$ cat config.mk
export PLATFORM = sky130hd
export DESIGN_NAME = apb_master_bridge
export DESIGN_NICKNAME = d
export VERILOG_FILES = /design/src/rtl/apb_master_bridge.sv
export SDC_FILE = /design/constraint.sdc
export NUM_CORES = 1
export LEC_CHECK = 0
export CELL_PAD_IN_SITES_DETAIL_PLACEMENT = 1
export CELL_PAD_IN_SITES_GLOBAL_PLACEMENT = 1
export CORE_ASPECT_RATIO = 0.6
export CORE_MARGIN = 8
export CORE_UTILIZATION = 32
export CTS_BUF_LIST = sky130_fd_sc_hd__clkbuf_4 sky130_fd_sc_hd__clkbuf_8
export DETAILED_ROUTE_END_ITERATION = 10
export PLACE_DENSITY = 0.82
export SETUP_SLACK_MARGIN = 0.05
export SLEW_MARGIN = 20
export SYNTH_ARGS = -nofsm -noshare
export SYNTH_HDL_FRONTEND = slang
export SYNTH_SLANG_ARGS = --single-unit
$ cat constraint.sdc
create_clock -name apb_clk_in -period 4.53 [get_ports apb_clk_in]
set_input_delay 0.906 -clock apb_clk_in [delete_from_list [all_inputs] [get_ports apb_clk_in]]
set_output_delay 0.906 -clock apb_clk_in [all_outputs]
set_load 0.005 [all_outputs]
$ cat src/rtl/apb_master_bridge.sv
// Single-outstanding command/response to APB requester with a bounded ACCESS wait timeout.
// All outputs are registered except cmd_ready_out, which is decoded from the idle state.
module apb_master_bridge #(
   parameter int unsigned APB_DATA_WIDTH = 32,
   parameter int unsigned APB_ADDR_WIDTH = 32,
   parameter int unsigned TIMEOUT_CYCLE  = 6
) (
   input  logic                      apb_clk_in,
   input  logic                      apb_rst_in,
   input  logic                      cmd_valid_in,
   output logic                      cmd_ready_out,
   input  logic                      cmd_write_in,
   input  logic [APB_ADDR_WIDTH-1:0] cmd_addr_in,
   input  logic [APB_DATA_WIDTH-1:0] cmd_wdata_in,
   output logic                      rsp_valid_out,
   output logic [APB_DATA_WIDTH-1:0] rsp_rdata_out,
   output logic                      rsp_err_out,
   output logic                      rsp_timeout_out,
   output logic [APB_ADDR_WIDTH-1:0] apb_addr_out,
   output logic                      apb_psel_out,
   output logic                      apb_penable_out,
   output logic                      apb_write_out,
   output logic [APB_DATA_WIDTH-1:0] apb_wdata_out,
   input  logic [APB_DATA_WIDTH-1:0] apb_rdata_in,
   input  logic                      apb_ready_in,
   input  logic                      apb_slverr_in
);

   localparam int unsigned CntW = (TIMEOUT_CYCLE < 1) ? 1 : $clog2(TIMEOUT_CYCLE + 1);
   // Counter value at the start of the final permitted ACCESS cycle.
   localparam logic [CntW-1:0] CntLast = CntW'(TIMEOUT_CYCLE - 1);

   typedef enum logic [1:0] {StIdle, StSetup, StAccess} state_e;

   state_e                    r_state;
   logic [CntW-1:0]           r_cnt;
   logic                      r_rsp_valid;
   logic [APB_DATA_WIDTH-1:0] r_rsp_rdata;
   logic                      r_rsp_err;
   logic                      r_rsp_timeout;
   logic [APB_ADDR_WIDTH-1:0] r_addr;
   logic                      r_psel;
   logic                      r_penable;
   logic                      r_write;
   logic [APB_DATA_WIDTH-1:0] r_wdata;

   always_ff @(posedge apb_clk_in or posedge apb_rst_in) begin
      if (apb_rst_in) begin
         r_state       <= StIdle;
         r_cnt         <= '0;
         r_rsp_valid   <= 1'b0;
         r_rsp_rdata   <= '0;
         r_rsp_err     <= 1'b0;
         r_rsp_timeout <= 1'b0;
         r_addr        <= '0;
         r_psel        <= 1'b0;
         r_penable     <= 1'b0;
         r_write       <= 1'b0;
         r_wdata       <= '0;
      end else begin
         r_rsp_valid   <= 1'b0;
         r_rsp_err     <= 1'b0;
         r_rsp_timeout <= 1'b0;
         unique case (r_state)
            StIdle: begin
               r_penable <= 1'b0;
               if (cmd_valid_in) begin
                  r_addr  <= cmd_addr_in;
                  r_wdata <= cmd_wdata_in;
                  r_write <= cmd_write_in;
                  r_psel  <= 1'b1;
                  r_state <= StSetup;
               end else begin
                  r_psel <= 1'b0;
               end
            end
            StSetup: begin
               r_penable <= 1'b1;
               r_cnt     <= '0;
               r_state   <= StAccess;
            end
            StAccess: begin
               // Ready takes priority over a timeout firing on the same edge.
               if (apb_ready_in) begin
                  r_psel      <= 1'b0;
                  r_penable   <= 1'b0;
                  r_state     <= StIdle;
                  r_rsp_valid <= 1'b1;
                  r_rsp_err   <= apb_slverr_in;
                  r_rsp_rdata <= r_write ? '0 : apb_rdata_in;
               end else if (TIMEOUT_CYCLE != 0) begin
                  if (r_cnt == CntLast) begin
                     r_psel        <= 1'b0;
                     r_penable     <= 1'b0;
                     r_state       <= StIdle;
                     r_rsp_valid   <= 1'b1;
                     r_rsp_err     <= 1'b1;
                     r_rsp_timeout <= 1'b1;
                     r_rsp_rdata   <= '0;
                  end else begin
                     r_cnt <= r_cnt + 1'b1;
                  end
               end
            end
            default: r_state <= StIdle;
         endcase
      end
   end

   assign cmd_ready_out   = (r_state == StIdle);
   assign rsp_valid_out   = r_rsp_valid;
   assign rsp_rdata_out   = r_rsp_rdata;
   assign rsp_err_out     = r_rsp_err;
   assign rsp_timeout_out = r_rsp_timeout;
   assign apb_addr_out    = r_addr;
   assign apb_psel_out    = r_psel;
   assign apb_penable_out = r_penable;
   assign apb_write_out   = r_write;
   assign apb_wdata_out   = r_wdata;

endmodule

==> flow_summary.ini, run 1 <==
[power_and_ir_drop]
vdd.ir_drop.worst_v = 0.0004775
internal_power_mw = 2.995
clock_power_share_pct = 14.4
comb_power_share_pct = 46.1
switching_share_pct = 30.61
p_seq_share_pct = 39.5
power.leakage_nw = 2.791
powerDensity_nw_per_um2 = 645.8
p_sw_mw = 1.321

[synth]
synth-seq-cells = 107
syn_avg_cell_area_um2 = 13.50
synth_cells = 323
yosys_warnings = 0
seq_area_frac_synth_pct = 61.42
synth_fp_nets = 427
netlist_area_um2 = 4359
ys_types = 33

[worst_setup_path]
crit_path_start = r_state[0]$_DFFE_PP0P_
path_max_fanout = 10
r2r_cells = 3
startpoint_type = flip-flop
critPathRequiredTime_ns = 3.62
crit_type = reg2out
reg2reg_slack_ns = 2.34
worstPathArrival_ns = 1.63
r2r-end = apb_wdata_out[4]$_DFFE_PP0P_
r2r_start = r_state[0]$_DFFE_PP0P_
end_kind = primary output

[global_routing]
grt_max_degree = 87
antenna_found_initial = 0
grt_first_pass_wirelength_um = 22060
grt_pass1_vias = 3755
track_usage_pct = 15.61
grt_overflow = 0

[routing]
avgRoutedWirePerCell_um = 20.13
via_per_inst = 4.683
finalWirelength_um = 14030
via_count = 3264
drc = 0
drt_iter0_markers = 151
drtPass1Iterations = 4
ant_nets = 0

[placement]
dp_slack_ns = 1.698
dpl-instance-area_um2 = 6472
io_buffers = 204
dp_hpwl_um = 10580
gp_congestion = 0.7612

[cells_and_area]
fillerInstances = 1406
final_core_util_pct = 49.66
multi_input_area_um2 = 1498
nNetsFinal = 621
final_cell_area_um2 = 6684
syn2layout_area_growth_pct = 53.33
seqCellArea_um2 = 2678
drive_gt1_share_pct = 17.24
antenna_cells = 0

[floorplan]
start_util_pct = 32.39
core_area_um2 = 13460
die_y_um = 106.4
die_x_um = 166.7
rows = 33
pin_count = 205
dieArea_um2 = 17740

[sta]
period_share_pct = 55.95
rsz0062_at_grt = no
finalSetupViolCount = 0
report.final.slew_viol_count = 0
hold_viol = 0
max_freq_ghz = 0.3946
fin_crit_ns = 2.534
worst_pin_slew_ns = 1.088
setup_tns_ns = 0
fin_skew_ns = 0.01498
layout_setup_ws_ns = 1.996
maxSlewHeadroom_pct = 27.44

[clock_network]
post_cts_buffers = 0
cts.reportedPaths.clkPinSlew_ns = 0.11
cts_sinks = 107
holdBufCountCts = 0
cts_made_buffers = 9
insertion_delay_ns = 0.36
cts_tree = yes
htreeDepth = 3
root_buffer = clkbuf_8
post_cts_resized = 0
cts_buffer_depth = 2

[run_status]
status = completed

[worst_hold_path]
hold_depth = 1
worstHoldStart = apb_wdata_out[31]$_DFFE_PP0P_
holdCritPathClass = reg2reg
holdPathEnd = apb_wdata_out[31]$_DFFE_PP0P_

[flow_run]
cap_violations = 0
## cell usage after synthesis
cell / number / share of area, %
nor2_1: 1 / 0.086
inv_1: 5 / 0.43
o21ai_1: 4 / 0.46
nor2_4: 1 / 0.26
mux2_2: 35 / 9.0
nor2b_1: 1 / 0.14
o21bai_1: 1 / 0.17
buf_6: 4 / 1.0
buf_2: 3 / 0.34
dfrtp_1: 107 / 61
o21ai_0: 61 / 7.0
ha_1: 2 / 0.57
clkbuf_2: 3 / 0.34
a221o_1: 1 / 0.23
a21oi_1: 2 / 0.23
mux2i_1: 1 / 0.23
or2_4: 1 / 0.20
o21a_1: 1 / 0.17
nor4_1: 1 / 0.14
clkbuf_1: 10 / 0.86
nand2b_1: 1 / 0.14
a211oi_1: 1 / 0.17
a211o_1: 1 / 0.20
nor3b_1: 1 / 0.17
and3_1: 2 / 0.29
a31oi_1: 1 / 0.14
buf_12: 3 / 1.4
nand2_1: 34 / 2.9
mux2_4: 30 / 10
a21oi_2: 1 / 0.20
and2_4: 1 / 0.20
or2b_4: 1 / 0.26
nor4b_1: 1 / 0.20
## layout by cell type, fill, tap and decap left out, types with 2 or more instances in the layout
| cell | Yosys | routed |
|---|---|---|
| inv_6 | 0 | 2 |
| buf_4 | 0 | 2 |
| dfrtp_1 | 107 | 107 |
| nand2_1 | 34 | 34 |
| mux2_2 | 35 | 35 |
| mux2_4 | 30 | 30 |
| clkbuf_8 | 0 | 10 |
| and3_1 | 2 | 2 |
| inv_1 | 5 | 4 |
| o21ai_1 | 4 | 4 |
| o21ai_0 | 61 | 61 |
| clkdlybuf4s50_1 | 0 | 204 |
| a21oi_1 | 2 | 2 |
| ha_1 | 2 | 2 |
## logic make-up after synthesis
family                   after synthesis  synth area share (%)
AO/OA/AOI/OAI                         74                 8.984
adder cells (fa/ha/maj)                2                0.5740
buffers and inverters                 28                 4.391
flip-flops                           107                 61.42
multiplexers                          66                 19.60
AND/OR/NAND/NOR                       46                 5.023
## worst max-delay path, cell delays in order (launching register included)
cell and delay (ns):
dfrtp_1 0.55, nor2_4 0.19, clkdlybuf4s50_1 0.53
## layer usage
| metal | GRT usage, % | wire length, um | vias up |
|---|---|---|---|
| li1 | - | - | 1489 |
| met1 | 19.44 | 6061 | 1664 |
| met2 | 26.18 | 6900 | 103 |
| met3 | 5.475 | 959 | 8 |
| met4 | 2.943 | 110 | 0 |
| met5 | 0 | 0 | - |
## sequential cells by signal, summed over array words and instances (netlist names)
name / cells
apb_wdata_out: 32
rsp_rdata_out: 32
apb_addr_out: 32
r_state: 2
rsp_timeout_out: 1
r_cnt: 3
rsp_valid_out: 1
apb_psel_out: 1
apb_write_out: 1
apb_penable_out: 1
rsp_err_out: 1
## layout make-up
class | instances | area share [%]
inverter | 5 | 0.3557
sequential | 107 | 40.06
clock buffer | 10 | 2.059
multi-input combinational | 188 | 22.41
tap | 175 | 3.276
clock inverter | 6 | 1.067
timing repair buffer | 206 | 30.77
## power groups by stage
stage	clock, mW	sequential (mW)	combinational, mW
final	0.621	1.71	1.99
after global placement	0	1.68	1.96
after CTS	0.644	1.71	2.03
after global routing	0.678	1.77	2.15
after detailed placement	0	1.73	2.02
after floorplan	0	1.71	0.792
## worst max-delay path by stage
stage,end,slack [ns],cells past startpoint
CTS,cmd_ready_out,1.98,2
floorplan,apb_addr_out[0]$_DFFE_PP0P_,0.81,1
global route,cmd_ready_out,1.92,2
finish,cmd_ready_out,2.00,2
global placement,rsp_rdata_out[18]$_DFFE_PP0P_,1.65,4
detailed placement,apb_wdata_out[4]$_DFFE_PP0P_,1.70,3
## through the flow
step           hold WS [ns]  power, mW  cells
2_1_floorplan        0.4947      2.498    323
5_1_grt              0.5404      4.602    697
3_5_place_dp         0.4944      3.752    681
3_3_place_gp         0.4889      3.642    681
6_report             0.5160      4.317    697
4_1_cts              0.5170      4.390    697
No activity file was read; power rests on OpenSTA's default activity.
==> run 2, diff against run 1 <==
Clock period 4.53 ns to 2.5 ns, I/O delays scaled along.
==> run 2 against run 1 <==
Flip-flop and latch count unchanged. Count of clock-buffer cells in the layout stayed put. Clock power increased by 69%. Register-to-register slack got worse by 1.7 ns. Via count barely moved. Non-clock buffer count is 6 higher. Critical endpoint unchanged. Largest cell class unchanged. Largest power group unchanged.
==> flow_summary.ini, run 2 (synthesized netlist as in run 1, its figures left out) <==
[run_status]
status = completed

[clock_network]
cts_buffer_depth = 2
cts_tree = yes
post_cts_resized = 0
cts.reportedPaths.clkPinSlew_ns = 0.10
root_buffer = clkbuf_8
holdBufCountCts = 0
cts_sinks = 107
htreeDepth = 3
post_cts_buffers = 0
insertion_delay_ns = 0.37
cts_made_buffers = 9

[sta]
period_share_pct = 84.49
fin_skew_ns = 0.006528
maxSlewHeadroom_pct = 61.87
timing.hold.ws_ns = 0.5205
finalSetupViolCount = 0
fin_crit_ns = 2.112
rsz0062_at_grt = no
report.final.slew_viol_count = 0
setup_tns_ns = 0
max_freq_ghz = 0.4734
worst_pin_slew_ns = 0.5719
hold_viol = 0

[global_routing]
grt_overflow = 0
antenna_found_initial = 0
grtUsageMet3_pct = 5.623
use_met2_pct = 26.10
grt_use_met1_pct = 19.43
grt_pass1_vias = 3705
grt.busiest_layer = met2
grt_max_degree = 108
track_usage_pct = 15.67
grt_first_pass_wirelength_um = 22120

[placement]
dp_hpwl_um = 10670
dpl-instance-area_um2 = 6551
io_buffers = 204
gp_congestion = 0.7638

[cells_and_area]
antenna_cells = 0
syn2layout_area_growth_pct = 54.74
final_cell_area_um2 = 6745
final_common_cell = clkdlybuf4s50_1
drive_gt1_share_pct = 18.18
final_cell_mix = 204 x clkdlybuf4s50_1, 107 x dfrtp_1, 61 x o21ai_0
nNetsFinal = 627
fillerInstances = 1393

[power_and_ir_drop]
switching_share_pct = 30.92
p_seq_share_pct = 40.0
internal_power_mw = 5.378
powerDensity_nw_per_um2 = 1154
vdd.ir_drop.worst_v = 0.0004459
comb_power_share_pct = 46.5
clock_power_share_pct = 13.5
p_sw_mw = 2.408
power.leakage_nw = 2.818

[routing]
avgRoutedWirePerCell_um = 19.76
via_per_inst = 4.640
ant_nets = 0
finalWirelength_um = 13890
drc = 0
drtPass1Iterations = 4
drt_iter0_markers = 114
via_count = 3262

[worst_setup_path]
worstPathArrival_ns = 1.61
startpoint_type = flip-flop
crit_path_max_incr_delay_ns = 0.54
path_max_fanout = 10
crit_type = reg2out
end_kind = primary output
worstPathCellList = nor2_4, clkdlybuf4s50_1
critPathSlowestCell = dfrtp_1
critPathRequiredTime_ns = 2.00

[floorplan]
core_area_um2 = 13460
rows = 33
dieArea_um2 = 17740
die_y_um = 106.4
pin_count = 205
start_util_pct = 32.39
die_x_um = 166.7

[flow_run]
cap_violations = 0

[worst_hold_path]
holdCritPathClass = reg2reg
## run 2: cell count changes in the layout (fill, tap and decap cells not counted)
cell and change:
buf_12 +3, buf_4 +3, bufinv_16 -1, clkinv_2 -1, clkinvlp_4 +1, inv_8 +1, nor2b_2 +1, nor2b_4 -1
## run 2: power by group through the flow
stage | registers [mW] | logic (mW) | clock network, mW
after floorplan | 3.09 | 1.44 | 0
after global placement | 3.09 | 3.56 | 0
after detailed placement | 3.16 | 3.68 | 0
after CTS | 3.13 | 3.70 | 1.10
after global routing | 3.24 | 3.90 | 1.18
final | 3.11 | 3.62 | 1.05
## run 2: path summary, 6_finish.rpt
path	endpoint	startpoint	slack [ns]	cells after the start
min reg2reg	apb_wdata_out[5]$_DFFE_PP0P_	apb_wdata_out[5]$_DFFE_PP0P_	0.52	1
min	apb_wdata_out[5]$_DFFE_PP0P_	apb_wdata_out[5]$_DFFE_PP0P_	0.52	1
min in group asynchronous	apb_addr_out[13]$_DFFE_PP0P_	apb_rst_in	0.64	3
max	cmd_ready_out	r_state[0]$_DFFE_PP0P_	0.39	2
max reg2reg	apb_psel_out$_DFFE_PP0P_	r_state[0]$_DFFE_PP0P_	0.66	4
max in group asynchronous	apb_wdata_out[29]$_DFFE_PP0P_	apb_rst_in	1.42	3
## run 2: area by class of cell
cell class                      count  area, um^2  share of cell area [%]
Timing Repair Buffer              212        2140                   31.72
Tap cell                          175       219.0                   3.246
Clock inverter                      6       56.30                  0.8347
Sequential cell                   107        2678                   39.70
Clock buffer                       10       137.6                   2.040
Inverter                            5       22.52                  0.3339
Multi-Input combinational cell    188        1493                   22.13
## run 2: stage by stage
step           power (mW)  util, %  std cells  setup WS (ns)
2_1_floorplan       4.526        -        323         0.7125
3_3_place_gp        6.651    48.67        687         0.4953
3_5_place_dp        6.839    48.67        687         0.4545
4_1_cts             7.929    50.11        703         0.3578
5_1_grt             8.320    50.11        703         0.2918
6_report            7.786    50.11        703         0.3878
## run 2: per-layer routing
| metal | vias up | routed length (um) |
|---|---|---|
| met2 | 114 | 6729 |
| li1 | 1511 | - |
| met1 | 1628 | 6050 |
| met5 | - | 0 |
| met3 | 9 | 999 |
| met4 | 0 | 113 |
## run 2: critical path, delay by kind of cell (launching register included)
| kind | cells | cell delay [ns] |
|---|---|---|
| buffers and inverters | 1 | 0.54 |
| flip-flops | 1 | 0.54 |
| AND/OR/NAND/NOR | 1 | 0.17 |
==> run 3, diff against run 2 <==
Settings changed: CORE_UTILIZATION 32 to 29, PLACE_DENSITY 0.82 to 0.79.
Clock period 2.5 ns to 1.7 ns, I/O delays scaled along.
==> run 3 against run 2 <==
Global-route usage decreased by 0.73 points. Flip-flop and latch count unchanged. Cell area increased by 5.4%. Largest power group unchanged. Highest routed layer unchanged.
==> flow_summary.ini, run 3 (synthesized netlist as in run 1, its figures left out) <==
[global_routing]
grt_pass1_vias = 3847
track_usage_pct = 14.94
antenna_found_initial = 0
grt_max_degree = 59
grt_first_pass_wirelength_um = 23290
grt_overflow = 0

[worst_setup_path]
r2r_start = r_cnt[1]$_DFFE_PP0P_
critPathSlowestCell = clkdlybuf4s50_1
r2r-end = rsp_rdata_out[11]$_DFFE_PP0P_
path_delay_family = buffers and inverters
path_max_fanout = 2
reg2reg_slack_ns = 0.14
critPathRequiredTime_ns = 1.36
crit_type = reg2out
end_kind = primary output
worstPathArrival_ns = 1.28
r2r_cells = 6
crit_path_max_incr_delay_ns = 0.54
worstPathCellList = clkdlybuf4s50_1
worstPathBufferInverterCount = 1
startpoint_type = flip-flop

[clock_network]
cts_sinks = 107
cts.reportedPaths.clkPinSlew_ns = 0.11
insertion_delay_ns = 0.36
cts_made_buffers = 9
holdBufCountCts = 0
htreeDepth = 3
cts_tree = yes
root_buffer = clkbuf_8
cts_buffer_depth = 2

[placement]
dp_hpwl_um = 11220
gp_congestion = 0.7450
place_inst = 718
dp_slack_ns = -0.06378
io_buffers = 204
dpl-instance-area_um2 = 6665

[sta]
max_freq_ghz = 0.6166
rsz0062_at_grt = no
fin_skew_ns = 0.008806
finalSetupViolCount = 0
report.final.slew_viol_count = 0
fin_crit_ns = 1.622
maxSlewHeadroom_pct = 77.47
timing.hold.ws_ns = 0.4497
layout_setup_ws_ns = 0.07815
hold_viol = 0
setup_tns_ns = 0
worst_pin_slew_ns = 0.3379
period_share_pct = 95.40

[floorplan]
dieArea_um2 = 19340
die_y_um = 111.0
die_x_um = 174.3
core_area_um2 = 14590
pin_count = 205
rows = 34
start_util_pct = 29.87

[worst_hold_path]
holdCritPathClass = in2async

[routing]
top_layer = met4
drt_iter0_markers = 230
ant_nets = 0
via_count = 3408
avgRoutedWirePerCell_um = 19.59
wl_met1_um = 6481
finalWirelength_um = 14750
drc = 0
wl_met2_um = 7218
via_per_inst = 4.526
dr_wl_met3_um = 942
drtPass1Iterations = 4

[cells_and_area]
nNetsFinal = 654
final_cell_mix = 147 x clkdlybuf4s50_1, 107 x dfrtp_1, 60 x o21ai_0
final_common_cell = clkdlybuf4s50_1
syn2layout_area_growth_pct = 63.15
final_core_util_pct = 48.74
drive_gt1_share_pct = 22.34
antenna_cells = 0
finalNonFillerCells = 753
final_cell_area_um2 = 7112

[power_and_ir_drop]
p_total_mw = 11.59
power.leakage_nw = 3.480
powerDensity_nw_per_um2 = 1630
vdd.ir_drop.worst_v = 0.0006321

[flow_run]
cap_violations = 0

[run_status]
status = completed
==> run 3: cell types whose count changed in the layout (fill, tap and decap cells not counted), sizes merged <==
cell	previous run	this run
dlygate4sd2	0	10
dlymetal6s2s	0	47
inv	8	6
clkdlybuf4s50	204	147
buf	8	35
clkinv	1	3
==> run 3: worst max-delay path by stage <==
stage | end | from | slack [ns] | depth (start not counted)
after detailed placement | apb_addr_out[17]$_DFFE_PP0P_ | cmd_valid_in | -0.06 | 4
after floorplan | apb_addr_out[0]$_DFFE_PP0P_ | apb_rst_in | 0.07 | 1
after global placement | apb_addr_out[16]$_DFFE_PP0P_ | cmd_valid_in | 0.002 | 4
after global routing | apb_addr_out[24] | apb_addr_out[24]$_DFFE_PP0P_ | 0.009 | 1
final | apb_addr_out[24] | apb_addr_out[24]$_DFFE_PP0P_ | 0.08 | 1
after CTS | apb_wdata_out[14] | apb_wdata_out[14]$_DFFE_PP0P_ | 0.05 | 1
==> run 3: where the power goes <==
part | total (mW) | switching (mW) | internal (mW)
registers | 4.49 | 0.700 | 3.79
logic | 5.62 | 2.01 | 3.61
clock network | 1.48 | 0.911 | 0.570
==> run 3: area by class of cell <==
| cell class | count | area, um^2 |
|---|---|---|
| tap | 198 | 247.7 |
| clock buffer | 10 | 131.4 |
| multi-input combinational | 188 | 1503 |
| timing repair buffer | 239 | 2480 |
| inverter | 5 | 22.52 |
| sequential | 107 | 2678 |
| clock inverter | 6 | 50.05 |
| fill | 1553 | 7480 |
==> run 3: what timing repair did <==
item                                    CTS  global route
endpoints found under the setup margin   12            82
gates resized for setup                  11            51
setup buffers                             2            17
==> run 3: layer usage <==
layer	track usage, %	vias up
li1	-	1559
met1	18.58	1744
met2	24.86	99
met5	0	-
met3	5.204	6
met4	2.723	0
